[src/rtl/cfg_dispatch_pkg.sv]
// Shared definitions for the config instruction dispatcher.
//  - default field widths of a packed config instruction
//  - FSM state encodings (plain localparams for legacy tool compatibility)
//  - packed instruction struct, MSB to LSB: post, tmpc, wicp, data
package cfg_dispatch_pkg;

  localparam int unsigned DataCw = 32;
  localparam int unsigned WicpCw = 32;
  localparam int unsigned TmpcCw = 32;
  localparam int unsigned PostCw = 32;
  localparam int unsigned InstW  = PostCw + TmpcCw + WicpCw + DataCw;

  typedef logic [1:0] state_t;
  localparam state_t StIdle  = 2'd0;
  localparam state_t StFetch = 2'd1;
  localparam state_t StDrain = 2'd2;
  localparam state_t StDone  = 2'd3;

  typedef struct packed {
    logic [PostCw-1:0] post;
    logic [TmpcCw-1:0] tmpc;
    logic [WicpCw-1:0] wicp;
    logic [DataCw-1:0] data;
  } cfg_inst_t;

endpackage

[src/rtl/cfg_skid_fifo.sv]
// Two-entry FIFO holding fetched instructions in front of the config port.
// Ports:
//  clk_i, rst_ni   clock, asynchronous active-low reset
//  push_i/wdata_i  write request and data
//  pop_i           read request (ignored when empty)
//  rdata_o         head entry, straight from storage registers
//  count_o         occupancy 0..2
//  full_o/empty_o  occupancy flags
// Push and pop in the same cycle while full is legal: the head slot is freed and refilled.
module cfg_skid_fifo #(
  parameter int unsigned Width = 128
) (
  input  logic             clk_i,
  input  logic             rst_ni,
  input  logic             push_i,
  input  logic             pop_i,
  input  logic [Width-1:0] wdata_i,
  output logic [Width-1:0] rdata_o,
  output logic [1:0]       count_o,
  output logic             full_o,
  output logic             empty_o
);

  logic [Width-1:0] mem_q [2];
  logic [Width-1:0] mem_d [2];
  logic             wr_ptr_q, wr_ptr_d;
  logic             rd_ptr_q, rd_ptr_d;
  logic [1:0]       count_q, count_d;
  logic             do_push, do_pop;

  assign empty_o = (count_q == 2'd0);
  assign full_o  = (count_q == 2'd2);
  assign count_o = count_q;
  assign rdata_o = mem_q[rd_ptr_q];

  assign do_pop  = pop_i & ~empty_o;
  assign do_push = push_i & (~full_o | do_pop);

  always_comb begin
    mem_d    = mem_q;
    wr_ptr_d = wr_ptr_q;
    rd_ptr_d = rd_ptr_q;
    count_d  = count_q;
    if (do_push) begin
      mem_d[wr_ptr_q] = wdata_i;
      wr_ptr_d        = ~wr_ptr_q;
    end
    if (do_pop) begin
      rd_ptr_d = ~rd_ptr_q;
    end
    case ({do_push, do_pop})
      2'b10:   count_d = count_q + 2'd1;
      2'b01:   count_d = count_q - 2'd1;
      default: count_d = count_q;
    endcase
  end

  always_ff @(posedge clk_i or negedge rst_ni) begin
    if (!rst_ni) begin
      mem_q[0] <= '0;
      mem_q[1] <= '0;
      wr_ptr_q <= 1'b0;
      rd_ptr_q <= 1'b0;
      count_q  <= 2'd0;
    end else begin
      mem_q    <= mem_d;
      wr_ptr_q <= wr_ptr_d;
      rd_ptr_q <= rd_ptr_d;
      count_q  <= count_d;
    end
  end

  // The read issue logic reserves a slot for every outstanding read, so this never fires.
  a_no_overflow : assert property (@(posedge clk_i) disable iff (!rst_ni)
    !(push_i && full_o && !pop_i));

endmodule

[src/rtl/cfg_inst_dispatcher.sv]
// Config instruction dispatcher: fetches inst_num packed words from a 1-cycle-latency
// instruction SRAM starting at start_addr and presents each one on the config port.
// Ports:
//  clk, rst_n                    clock, asynchronous active-low reset
//  start, start_addr, inst_num   launch request (sampled in IDLE only) and its arguments
//  idle, done                    status: idle level, one-cycle completion pulse
//  inst_mem_ren/addr/rdata       SRAM read port, rdata valid the cycle after ren
//  cfg_valid, cfg_busy           config handshake, transfer = cfg_valid & ~cfg_busy
//  cfg_{data,wicp,tmpc,post}_data  fields of the head instruction, LSB field first
module cfg_inst_dispatcher
  import cfg_dispatch_pkg::*;
#(
  parameter int unsigned DATA_CWIDTH = DataCw,
  parameter int unsigned WICP_CWIDTH = WicpCw,
  parameter int unsigned TMPC_CWIDTH = TmpcCw,
  parameter int unsigned POST_CWIDTH = PostCw,
  parameter int unsigned IAWIDTH     = 10,
  localparam int unsigned IWIDTH     = POST_CWIDTH + TMPC_CWIDTH + WICP_CWIDTH + DATA_CWIDTH
) (
  input  logic                   clk,
  input  logic                   rst_n,
  input  logic                   start,
  input  logic [IAWIDTH-1:0]     start_addr,
  input  logic [IAWIDTH-1:0]     inst_num,
  output logic                   idle,
  output logic                   done,
  output logic                   inst_mem_ren,
  output logic [IAWIDTH-1:0]     inst_mem_addr,
  input  logic [IWIDTH-1:0]      inst_mem_rdata,
  output logic                   cfg_valid,
  input  logic                   cfg_busy,
  output logic [DATA_CWIDTH-1:0] cfg_data_data,
  output logic [WICP_CWIDTH-1:0] cfg_wicp_data,
  output logic [TMPC_CWIDTH-1:0] cfg_tmpc_data,
  output logic [POST_CWIDTH-1:0] cfg_post_data
);

  localparam logic [IAWIDTH-1:0] AddrOne = IAWIDTH'(1);

  state_t             state_q, state_d;
  logic [IAWIDTH-1:0] addr_q, addr_d;
  logic [IAWIDTH-1:0] num_q, num_d;
  logic [IAWIDTH-1:0] issued_q, issued_d;
  logic [IAWIDTH-1:0] accepted_q, accepted_d;
  logic               inflight_q;

  logic [IWIDTH-1:0]  fifo_head;
  logic [1:0]         fifo_count;
  logic               fifo_full, fifo_empty, fifo_pop;
  logic [2:0]         occ_after;

  assign cfg_valid = ~fifo_empty;
  assign fifo_pop  = cfg_valid & ~cfg_busy;
  // Slots held after this cycle's pop; counting the pop keeps 1 transfer/cycle sustainable.
  assign occ_after = {1'b0, fifo_count} + {2'b00, inflight_q} - {2'b00, fifo_pop};

  assign idle          = (state_q == StIdle);
  assign done          = (state_q == StDone);
  assign inst_mem_addr = addr_q;

  always_comb begin
    state_d      = state_q;
    addr_d       = addr_q;
    num_d        = num_q;
    issued_d     = issued_q;
    accepted_d   = accepted_q;
    inst_mem_ren = 1'b0;
    if (fifo_pop) begin
      accepted_d = accepted_q + AddrOne;
    end
    case (state_q)
      StIdle: begin
        if (start) begin
          num_d      = inst_num;
          addr_d     = start_addr;
          issued_d   = '0;
          accepted_d = '0;
          state_d    = (inst_num != '0) ? StFetch : StDone;
        end
      end
      StFetch: begin
        if ((issued_q < num_q) && (occ_after < 3'd2)) begin
          inst_mem_ren = 1'b1;
          addr_d       = addr_q + AddrOne;
          issued_d     = issued_q + AddrOne;
          if (issued_q == num_q - AddrOne) begin
            state_d = StDrain;
          end
        end
      end
      StDrain: begin
        if (fifo_pop && (accepted_q == num_q - AddrOne)) begin
          state_d = StDone;
        end
      end
      default: begin
        state_d = StIdle;
      end
    endcase
  end

  always_ff @(posedge clk or negedge rst_n) begin
    if (!rst_n) begin
      state_q    <= StIdle;
      addr_q     <= '0;
      num_q      <= '0;
      issued_q   <= '0;
      accepted_q <= '0;
      inflight_q <= 1'b0;
    end else begin
      state_q    <= state_d;
      addr_q     <= addr_d;
      num_q      <= num_d;
      issued_q   <= issued_d;
      accepted_q <= accepted_d;
      inflight_q <= inst_mem_ren;
    end
  end

  // Read data lands the cycle after ren, so the registered ren is the push strobe.
  cfg_skid_fifo #(
    .Width (IWIDTH)
  ) u_fifo (
    .clk_i   (clk),
    .rst_ni  (rst_n),
    .push_i  (inflight_q),
    .pop_i   (fifo_pop),
    .wdata_i (inst_mem_rdata),
    .rdata_o (fifo_head),
    .count_o (fifo_count),
    .full_o  (fifo_full),
    .empty_o (fifo_empty)
  );

  a_no_issue_when_full : assert property (@(posedge clk) disable iff (!rst_n)
    !(inst_mem_ren && fifo_full && !fifo_pop));

  assign cfg_data_data = fifo_head[DATA_CWIDTH-1:0];
  assign cfg_wicp_data = fifo_head[DATA_CWIDTH +: WICP_CWIDTH];
  assign cfg_tmpc_data = fifo_head[DATA_CWIDTH + WICP_CWIDTH +: TMPC_CWIDTH];
  assign cfg_post_data = fifo_head[IWIDTH-1 -: POST_CWIDTH];

endmodule
[config.mk]
export PLATFORM = sky130hd
export DESIGN_NAME = cfg_inst_dispatcher
export DESIGN_NICKNAME = d
export VERILOG_FILES = /design/src/rtl/cfg_dispatch_pkg.sv /design/src/rtl/cfg_skid_fifo.sv /design/src/rtl/cfg_inst_dispatcher.sv
export SDC_FILE = /design/constraint.sdc
export NUM_CORES = 1
export LEC_CHECK = 0
export CAP_MARGIN = 30
export CORE_UTILIZATION = 48
export CTS_BUF_LIST = sky130_fd_sc_hd__clkbuf_4
export DETAILED_ROUTE_END_ITERATION = 7
export PLACE_DENSITY = 0.91
export RECOVER_POWER = 25
export SLEW_MARGIN = 20
export SYNTH_ARGS = -nofsm -noshare
export SYNTH_HDL_FRONTEND = slang
export SYNTH_SLANG_ARGS = --single-unit
export TNS_END_PERCENT = 10
[constraint.sdc]
create_clock -name clk -period 3.3 [get_ports clk]
set_input_delay 0.495 -clock clk [delete_from_list [all_inputs] [get_ports clk]]
set_output_delay 0.495 -clock clk [all_outputs]
set_load 0.005 [all_outputs]
==> results of run 1 <==
==> synthesized netlist by cell type (5+ instances only) <==
master    count
mux2_2      384
dfrtp_1     303
clkbuf_1     47
nand2_1      36
o21ai_0      25
nor2_1       24
xnor2_1      22
a21oi_1      21
ha_1         20
xor2_1       17
inv_1        16
nand4_1      13
nand3_1      11
and3_1       10
nand2b_1      7
mux2i_1       6
nor4_1        5
or3_1         5
==> registers in the layout, summed over array words and instances, names as in the netlist <==
signal           flops
u_fifo.mem_q       256
issued_q            10
u_fifo.rd_ptr_q      1
inst_mem_addr       10
accepted_q          10
inflight_q           1
state_q              2
u_fifo.wr_ptr_q      1
u_fifo.count_o       2
num_q               10
==> power groups by stage <==
stage          Clock, W  Combinational (W)  Sequential, W
6_report        0.00336            0.00971        0.00658
5_1_grt         0.00367             0.0104        0.00679
4_1_cts         0.00347            0.00975        0.00658
3_5_place_dp          0            0.00941        0.00666
3_3_place_gp          0            0.00918        0.00648
2_1_floorplan         0            0.00537        0.00619
==> layer usage <==
layer	part of all wire	wire, µm
met2	0.51	17100
met1	0.38	12800
met3	0.069	2340
met5	0	0
met4	0.045	1530
==> metrics by stage <==
stage / total power [W] / utilization
finish: 0.0196 / 0.654
global route: 0.0208 / 0.654
CTS: 0.0198 / 0.654
detailed placement: 0.0161 / 0.613
global placement: 0.0157 / 0.613
floorplan: 0.0116 / -
==> logic make-up (layout without fill, tap and decap cells) <==
family	Yosys count	count (layout)	share of synthesized area
AND/OR/NAND/NOR	125	125	0.0460
buffers and inverters	73	499	0.0197
other	0	2	0
flip-flops	303	303	0.541
XOR/XNOR	40	40	0.0260
multiplexers	391	391	0.313
adder cells (fa/ha/maj)	21	21	0.0193
AO/OA/AOI/OAI	77	77	0.0347
==> worst register-to-register path, stage by stage (launching register included) <==
cell	delay, ns
dfrtp_1	0.39
inv_2	0.10
a21oi_4	0.08
ha_4	0.27
nor2b_4	0.04
fa_2	0.37
xnor2_2	0.15
a2111oi_4	0.34
o2111ai_2	0.18
buf_4	0.17
buf_4	0.12
a31o_1	0.29
or3_4	0.39
xor2_1	0.17
nor2_1	0.06
==> timing repair <==
action                     in CTS  in global routing
hold endpoints to repair       71                  0
pin swaps                       7                  0
hold buffers                    1                  0
buffers inserted                5                  0
resized for setup              13                  5
setup endpoints to repair      55                  4
==> worst max path at each step <==
stage	end	slack (ns)	depth (start not counted)
floorplan	issued_q[9]	0.12	12
global placement	inst_mem_ren	-0.52	11
detailed placement	inst_mem_ren	-0.57	11
CTS	inst_mem_ren	-0.17	12
global route	inst_mem_ren	-0.30	12
finish	inst_mem_ren	-0.11	12
==> layout make-up <==
type,count,area (µm²),area share
Multi-Input combinational cell,654,6240,0.333
Inverter,21,80.1,0.00427
Timing Repair Buffer,329,3300,0.176
Clock inverter,19,98.8,0.00527
Clock buffer,130,976,0.0520
Sequential cell,303,7590,0.404
Antenna cell,2,5.00,0.000267
Tap cell,384,480,0.0256
==> impl_metrics.json, run 1 <==
{
  "via_per_inst": 5.32,
  "worst_slack_ns": -0.113,
  "ioPinCount": 294,
  "ys_seq_area_frac": 0.541,
  "dr.pass1.iters": 5,
  "worst_path_most_repeated_cell": "nand2_2",
  "worstPathMaxFanout": 3,
  "syn_nets": 1203,
  "fmax_mhz": 293,
  "gp_congestion": 0.857,
  "clk_pin_slew_ns": 0.06,
  "critical_path_class": "flip-flop to output port",
  "tightest_slew_ns": 2.03,
  "start_util": 0.488,
  "reg2reg_slack_ns": 0.08,
  "rr_startpoint": "u_fifo.count_o[0]",
  "drt_iter0_drc": 499,
  "cts_root_buf": "clkbuf_4",
  "post_drt_wl_per_cell_um": 18.4,
  "holdWs_ns": 0.431,
  "start_kind": "flip-flop",
  "finalWirelength_um": 33800,
  "cts_num_sinks": 303,
  "rr_endpoint": "issued_q[3]",
  "slowest_delay_ns": 0.39,
  "finalSetupViolCount": 1,
  "h-tree-depth": 3,
  "grt_pass1_wl_um": 54900,
  "fin_crit_sh": 1.03,
  "dieHeight_um": 173,
  "synth_flop_cell": "dfrtp_1",
  "max_slew_margin": -0.352,
  "cp_num_buf_inv": 3,
  "grt_pass1_vias": 10900,
  "slowest_stage": "dfrtp_1",
  "row_count": 62,
  "track_usage": 0.229,
  "fillers": 2080,
  "grt_start_max_net_pins": 78,
  "tritoncts": "yes",
  "finClkSkew_ns": 0.0438,
  "r2r_cells": 14,
  "grt_setup_unrepaired": "yes",
  "post-place-ws_ns": -0.565,
  "synth_edf_count": 0,
  "fin_area_um2": 18800,
  "hold_path.class": "primary input to flip-flop",
  "place_inst": 1685,
  "layout.nets": 1566,
  "p_sw_frac": 0.314,
  "yosys-top-cells-area": "dfrtp_1 (54%), mux2_2 (31%), ha_1 (1.8%)",
  "clockBufferDepth": 3,
  "hold_viol": 0,
  "chipWidth_um": 173,
  "powerDensity_nw_per_um2": 1050,
  "ant_nets": 0,
  "use_met1": 0.252,
  "startpoint": "u_fifo.count_o[0]",
  "combPwrFrac": 0.494,
  "min_path_cells": 3,
  "synth-seq-cells": 303,
  "io_buffers": 293,
  "post_dp_cell_area_um2": 17600,
  "switching_power_w": 0.00617,
  "ys_warn_count": 0,
  "layout-drive-gt1-share": 0.400,
  "intPower_w": 0.0135,
  "final_max_slew_viol_count": 77,
  "vias": 9793,
  "hpwlAfterDp_um": 22600,
  "syn_inst": 1030,
  "yosysUniqueCellTypes": 56,
  "min_from": "inst_num[5]",
  "syn_avg_cell_area_um2": 13.6,
  "cellLeakagePower_nw": 8.07,
  "hold_path_end": "num_q[5]",
  "status": "finished, violations left",
  "core-area_um2": 28700,
  "dieArea_um2": 29900,
  "yosysTopAreaCellShare": 0.541,
  "worst_setup_path_end_kind": "output port",
  "crit_required_ns": 2.80,
  "setup_tns_ns": -0.113,
  "cts_buffers": 84,
  "met3_usage": 0.0686,
  "remaining_drc_errors": 0,
  "antenna_found_initial": 2,
  "final_common_cell": "mux2_2",
  "failed_checks": "max-capacitance violations, max-slew violations, negative setup slack",
  "period_minus_slack_ns": 3.41,
  "yosys.area.top_type": "dfrtp_1",
  "stdcell_count": 1842,
  "ys_async_sr_fraction": 1.00,
  "crit_family": "adder cells",
  "grtUsageMet2": 0.396,
  "final_cell_mix": "mux2_2 (384), dfrtp_1 (302), clkdlybuf4s50_1 (291), clkbuf_4 (132), nand2_1 (34)",
  "top_usage_layer": "met2",
  "seqPwrFrac": 0.335,
  "synthesis.area_um2": 14000,
  "area_delta_synth_final_pct": 33.9,
  "clk_latency_ns": 0.68,
  "cap_viol_max_count": 1,
  "peakVddDrop_mv": 0.614,
  "crit_arrival_ns": 2.92,
  "path_cells": "inv_2 -> a21oi_4 -> ha_4 -> nor2b_4 -> fa_2 -> xnor2_2 -> a2111oi_4 -> o2111ai_2 -> nand2_2 -> nand2_2 -> clkinv_2 -> buf_6",
  "gr-total-overflow": 0,
  "clkPwrFrac": 0.171
}
(Power assumes the default switching activity.)
==> run 2: changes to the inputs <==
==> constraint.sdc (replaced) <==
create_clock -name clk -period 3.12 [get_ports clk]
set_input_delay 0.468 -clock clk [delete_from_list [all_inputs] [get_ports clk]]
set_output_delay 0.468 -clock clk [all_outputs]
set_load 0.005 [all_outputs]
==> run 2 against run 1 <==
Net effect: the run still ends with max-capacitance violations, max-slew violations, negative setup slack left; count of clock-buffer cells in the layout fell by 6; cell area rose by 0.38%; combinational power rose by 9%; sequential power rose by 5.2%; worst hold slack got worse by 0.033 ns; utilization rose by 0.25 points; non-clock buffer count rose by 7; clock skew rose by 0.040 ns; critical path depth fell by 1; flip-flop and latch count did not move; highest routed layer unchanged.
==> impl_metrics.json, run 2 (synthesis results as in run 1) <==
{
  "status": "finished, violations left",
  "failed_checks": "max-capacitance violations, max-slew violations, negative setup slack",
  "slowest_stage": "fa_2",
  "hold_path_end": "u_fifo.mem_q[126]",
  "seqPwrFrac": 0.329,
  "path_cells": "inv_2 -> a21oi_4 -> ha_4 -> nor2b_4 -> fa_2 -> a2111oi_4 -> o2111ai_2 -> nand2_2 -> nand2_2 -> inv_4 -> buf_6",
  "final_cell_mix": "mux2_2 (384), dfrtp_1 (302), clkdlybuf4s50_1 (291), clkbuf_4 (126), nand2_1 (34)",
  "rr_startpoint": "u_fifo.count_o[1]",
  "core-area_um2": 28700,
  "layout-drive-gt1-share": 0.407,
  "grt_pass1_vias": 10600,
  "post_dp_cell_area_um2": 17700,
  "worst_path_most_repeated_cell": "nand2_2",
  "grt_start_max_net_pins": 92,
  "min_from": "inst_mem_rdata[126]",
  "hold_viol": 0,
  "cts_root_buf": "clkbuf_4",
  "track_usage": 0.222,
  "combPwrFrac": 0.505,
  "p_sw_frac": 0.311,
  "intPower_w": 0.0145,
  "largest_register_ffs": 256,
  "fin_area_um2": 18800,
  "gr-total-overflow": 0,
  "max_flop_register": "u_fifo.mem_q",
  "hpwlAfterDp_um": 22800,
  "tightest_slew_ns": 2.36,
  "antenna_found_initial": 2,
  "clockBufferDepth": 3,
  "cts_num_sinks": 303,
  "rr_endpoint": "issued_q[3]",
  "tritoncts": "yes",
  "finalWirelength_um": 33500,
  "ioPinCount": 294,
  "vias": 9845,
  "period_minus_slack_ns": 3.45,
  "gp_congestion": 0.860,
  "clk_pin_slew_ns": 0.06,
  "cts_buffers": 81,
  "switching_power_w": 0.00654,
  "layout.nets": 1570,
  "fmax_mhz": 290,
  "r2r_cells": 14,
  "finalSetupViolCount": 10,
  "dieHeight_um": 173,
  "finClkSkew_ns": 0.0838,
  "area_delta_synth_final_pct": 34.4,
  "via_per_inst": 5.36,
  "io_buffers": 293,
  "start_kind": "flip-flop",
  "dr.pass1.iters": 5,
  "crit_required_ns": 2.65,
  "hold_path.class": "primary input to flip-flop",
  "remaining_drc_errors": 0,
  "final_max_slew_viol_count": 91,
  "row_count": 62,
  "p_total_w": 0.0210,
  "fin_crit_sh": 1.10,
  "worst_slack_ns": -0.327,
  "final_common_cell": "mux2_2",
  "critical_path_class": "flip-flop to output port",
  "drt_iter0_drc": 375,
  "worstPathMaxFanout": 2,
  "place_inst": 1689,
  "holdWs_ns": 0.398,
  "cellLeakagePower_nw": 8.10,
  "max_slew_margin": -0.576,
  "min_path_cells": 2,
  "clkPwrFrac": 0.165,
  "h-tree-depth": 3,
  "reg2reg_slack_ns": -0.23,
  "ant_nets": 0,
  "grt_setup_unrepaired": "yes",
  "chipWidth_um": 173,
  "powerDensity_nw_per_um2": 1120,
  "cap_viol_max_count": 1,
  "stdcell_count": 1837,
  "dieArea_um2": 29900,
  "start_util": 0.488,
  "grt_pass1_wl_um": 53300,
  "post_drt_wl_per_cell_um": 18.2,
  "slowest_delay_ns": 0.45,
  "worst_setup_path_end_kind": "output port",
  "crit_arrival_ns": 2.98,
  "clk_latency_ns": 0.71,
  "peakVddDrop_mv": 0.627
}
## run 2: changes by cell type in the layout (fill, tap and decap cells not counted), sizes merged
cell,before,now
clkinvlp,3,1
inv,21,22
buf,33,38
bufinv,0,1
clkinv,16,10
clkbuf,134,130
## run 2: worst max-delay path by stage
stage                                  from               end  slack (ns)  depth (start not counted)
after floorplan           u_fifo.count_o[0]  inst_mem_addr[5]       -0.06                         11
after global placement             cfg_busy      inst_mem_ren       -0.65                         11
after detailed placement           cfg_busy      inst_mem_ren       -0.73                         11
after CTS                 u_fifo.count_o[1]      inst_mem_ren       -0.32                         12
after global routing      u_fifo.count_o[1]      inst_mem_ren       -0.48                         11
final                     u_fifo.count_o[1]      inst_mem_ren       -0.33                         11
## run 2: per-layer routing
metal | global-route usage | vias up | part of all wire
li1 | - | 4488 | -
met1 | 0.248 | 4908 | 0.38
met2 | 0.385 | 353 | 0.50
met3 | 0.0668 | 96 | 0.072
met4 | 0.109 | 0 | 0.042
met5 | 0 | - | 0
## run 2: critical path: cells and delay by family (launching register included)
kind                     cells  cell delay, ns
flip-flops                   1            0.36
buffers and inverters        3            0.23
AND/OR/NAND/NOR              3            0.32
AO/OA/AOI/OAI                3            0.72
adder cells (fa/ha/maj)      2            0.67
## run 2: repair_timing
| item | in CTS | in global routing |
|---|---|---|
| buffers inserted | 4 | 4 |
| resized for setup | 13 | 13 |
| setup endpoints to repair | 7 | 19 |
| hold buffers | 1 | 0 |
| pin swaps | 7 | 8 |
| endpoints found under the hold margin | 83 | 0 |
## run 2: area by class of cell
class,count,area (µm²)
Antenna cell,2,5.00
Clock buffer,124,931
Clock inverter,13,93.8
Fill cell,2065,9860
Inverter,21,81.3
Multi-Input combinational cell,654,6270
Sequential cell,303,7590
Tap cell,384,480
Timing Repair Buffer,336,3390
## run 2: power groups by stage
stage	clock [W]	combinational, W	sequential [W]
2_1_floorplan	0	0.00570	0.00655
3_3_place_gp	0	0.00987	0.00678
3_5_place_dp	0	0.0101	0.00696
4_1_cts	0.00361	0.0104	0.00690
5_1_grt	0.00381	0.0113	0.00714
6_report	0.00348	0.0106	0.00692
## run 2: metrics by stage
stage / setup TNS [ns] / utilization / worst slack, ns
floorplan: -0.400 / - / -0.0581
global placement: -8.45 / 0.616 / -0.655
detailed placement: -10.56 / 0.616 / -0.729
CTS: -0.429 / 0.655 / -0.324
global route: -11.36 / 0.656 / -0.480
finish: -0.995 / 0.656 / -0.327
==> run 3: changes to the inputs <==
--- a/config.mk
+++ b/config.mk
@@ -8,6 +8,7 @@
 export CAP_MARGIN = 30
 export CORE_UTILIZATION = 48
 export CTS_BUF_LIST = sky130_fd_sc_hd__clkbuf_4
+export CTS_CLUSTER_DIAMETER = 80
 export DETAILED_ROUTE_END_ITERATION = 7
 export PLACE_DENSITY = 0.91
 export RECOVER_POWER = 25
==> results of run 3 <==
The final DEF is identical to that of run 2; final timing and power are the same.
==> edit, RTL diff (config.mk and constraints of run 3) <==
Make the reset (`rst_n` and `rst_ni`) synchronous in 2 clocked blocks. Comments in the files are not updated.
--- a/src/rtl/cfg_skid_fifo.sv
+++ b/src/rtl/cfg_skid_fifo.sv
@@ -55,7 +55,7 @@
     endcase
   end
 
-  always_ff @(posedge clk_i or negedge rst_ni) begin
+  always_ff @(posedge clk_i) begin
     if (!rst_ni) begin
       mem_q[0] <= '0;
       mem_q[1] <= '0;
--- a/src/rtl/cfg_inst_dispatcher.sv
+++ b/src/rtl/cfg_inst_dispatcher.sv
@@ -99,7 +99,7 @@
     endcase
   end
 
-  always_ff @(posedge clk or negedge rst_n) begin
+  always_ff @(posedge clk) begin
     if (!rst_n) begin
       state_q    <= StIdle;
       addr_q     <= '0;
Function: differs if rst_n is asserted again (counterexample within 4 cycles, from zero or initial values and one cycle with rst_n low); with rst_n held inactive, the same outputs for 4 cycles.
==> edit against run 3 <==
The run ends with setup timing left; wire length grew 16%; area after synthesis shrank 5.2%; final cell count rose by 27%; hold slack worse by 0.042 ns; worst setup slack better by 0.0031 ns; sequential cell count unchanged; design area is 5.6% lower; critical path type unchanged; critical endpoint unchanged; highest routed layer unchanged.
Power is not compared: it rests on default switching activity, and its combinational part moved more than twofold at a synthesized area within 25%.
==> edit: results (changes against run 3) <==
worst setup path start=u_fifo.count_o[1]$_SDFFE_PN0P_; synth top area cells=dfxtp_1 46%, nand2_1 16%, mux2_2 11%; sequential share of the synthesized area=45.65% (-8.4 points); top_reg_cell synth=dfxtp_1; asr flop ratio synth=0% (-100 points); GRT Overall Usage=26.72% (+4.6 points); Final #Nets=2108 (+34%); CP max stage cell=fa_2; Fin Setup TNS=-0.5673 ns (+0.4277 ns); vias in the first global route=13070 (+24%); Hold Crit Depth=3 (+1); routed wl met3=3347 µm (+39%); Netlist cell types=65 (+16%); Clk Latency, worst-skew pair=0.70 ns; PnR worst setup slack=-0.3244 ns (+0.003084 ns); first-pass GRT wire length=61970 µm (+16%); DP HPWL=24650 µm (+8.2%); top post-synthesis cells by count=555 x nand2_1, 303 x dfxtp_1, 283 x a21oi_1, 128 x mux2_2, 105 x clkbuf_1; maximum vdd drop=354.3 µV; Worst Hold Class=in -> reg; Worst EP arrival=2.98 ns (about the same); Post-Syn Nets=1801 (+50%); Avg WL per Cell=16.76 µm (-8.0%); Setup violations, final=8 (-2); routed wl met2=19490 µm (+16%); largest net degree at the start of global routing=111 (+21%); reg-to-reg endpoint=inst_mem_addr[3]$_SDFFE_PN0P_; Min-Delay Endpoint=u_fifo.mem_q[29]$_SDFFE_PN0P_; failing checks=setup timing; Root Driver=clkbuf_4; Largest register FFs=256 (unchanged); Fillers=2100 (+1.7%); 1st-pass router iterations=5 (unchanged); clock tree buffer depth=3 (unchanged); Reg2Reg Depth=15 (+1); Starting DRT DRC Count=897 (+140%); internal power=between 7000 and 8000 µW; Placer Congestion=0.9173 (+6.7%); slowest cell delay on critical path=0.50 ns (+0.05 ns); share of cells above drive strength 1=17.20% (-23 points); CTS H-Tree Depth=3 (unchanged); clock skew after layout=0.08506 ns (+0.001248 ns); CTS buffer count=80 (-1.2%); outcome=complete, but fails checks; worst-path fanout max=2 (unchanged); Worst Hold Launch=inst_mem_rdata[29]; port bufs=293 (unchanged); M1 WL=14600 µm (+14%); placed instance area=16650 µm² (-5.8%); vias per cell=5.486 (+2.4%); r2r setup slk=-0.10 ns (+0.13 ns); leakage power=0.006448 µW; Slew HR=17.19% (+75 points); initial antenna violation count=2 (unchanged)
-- edit: cell count changes after synthesis, moves of 58 or more --
cell      before  now
nand2_1       36  555
a21oi_1       21  283
clkbuf_1      47  105
dfrtp_1      303    0
mux2_2       384  128
dfxtp_1        0  303
-- edit: cells by family (layout without fill, tap and decap cells) --
logic type               Yosys count  in the layout  share of synthesized area, %
AO/OA/AOI/OAI                    325            325                         13.42
adder cells (fa/ha/maj)           21             21                         2.034
flip-flops                       303            303                         45.65
XOR/XNOR                          46             46                         3.136
other                              0              2                             0
multiplexers                     134            134                         11.34
AND/OR/NAND/NOR                  664            664                         20.49
buffers and inverters            135            490                         3.927
-- edit: final cells by class --
cell class / count / area, µm² / share of cell area (%)
inverters: 20 / 78.83 / 0.4434
clock buffers: 111 / 833.3 / 4.688
diodes: 2 / 5.005 / 0.02816
well taps: 341 / 426.7 / 2.400
multi-input cells: 1190 / 6829 / 38.42
flip-flops and latches: 303 / 6072 / 34.16
clock inverters: 19 / 142.6 / 0.8024
repair buffers: 340 / 3388 / 19.06
-- edit: power by group through the flow --
stage | clock network, µW | registers (µW) | logic, µW
2_1_floorplan | 0 | 4500 | 2070
3_3_place_gp | 0 | 4560 | 3500
3_5_place_dp | 0 | 4590 | 3580
4_1_cts | 3500 | 4510 | 3830
5_1_grt | 3700 | 4560 | 4210
6_report | 3410 | 4520 | 3920
-- edit: worst max path at each step --
| stage | endpoint | slack [ns] |
|---|---|---|
| floorplan | state_q[1]$_SDFFE_PN0P_ | 0.08 |
| global placement | inst_mem_ren | -0.68 |
| detailed placement | inst_mem_ren | -0.83 |
| CTS | inst_mem_ren | -0.32 |
| global route | inst_mem_ren | -0.46 |
| finish | inst_mem_ren | -0.32 |
-- edit: layer usage --
layer / GRT usage, % / vias to the layer above
met5: 0 / -
met4: 14.78 / 0
met3: 7.710 / 121
met2: 47.27 / 532
met1: 28.57 / 6030
li1: - / 6077
-- edit: worst max-delay path, delay by kind of cell, from the launching register on --
family	cells	cell delay, ns
flip-flops	1	0.33
adder cells (fa/ha/maj)	2	0.75
buffers and inverters	2	0.17
AND/OR/NAND/NOR	4	0.67
AO/OA/AOI/OAI	2	0.38
-- edit: repair_timing --
item / in CTS / in global routing
setup endpoints to repair: 3 / 23
buffers inserted: 8 / 2
hold endpoints to repair: 0 / 0
pin swaps: 17 / 9
gates resized for setup: 27 / 11
-- edit: metrics by stage --
stage	cells	total power [µW]	utilization (%)	setup slack, ns	hold WS (ns)
2_1_floorplan	1628	6568	-	0.08136	0.4329
3_3_place_gp	2187	8058	61.62	-0.6777	0.4378
3_5_place_dp	2187	8174	61.62	-0.8294	0.4428
4_1_cts	2324	11840	65.71	-0.3181	0.2807
5_1_grt	2326	12470	65.77	-0.4636	0.3207
6_report	2326	11850	65.77	-0.3244	0.3559
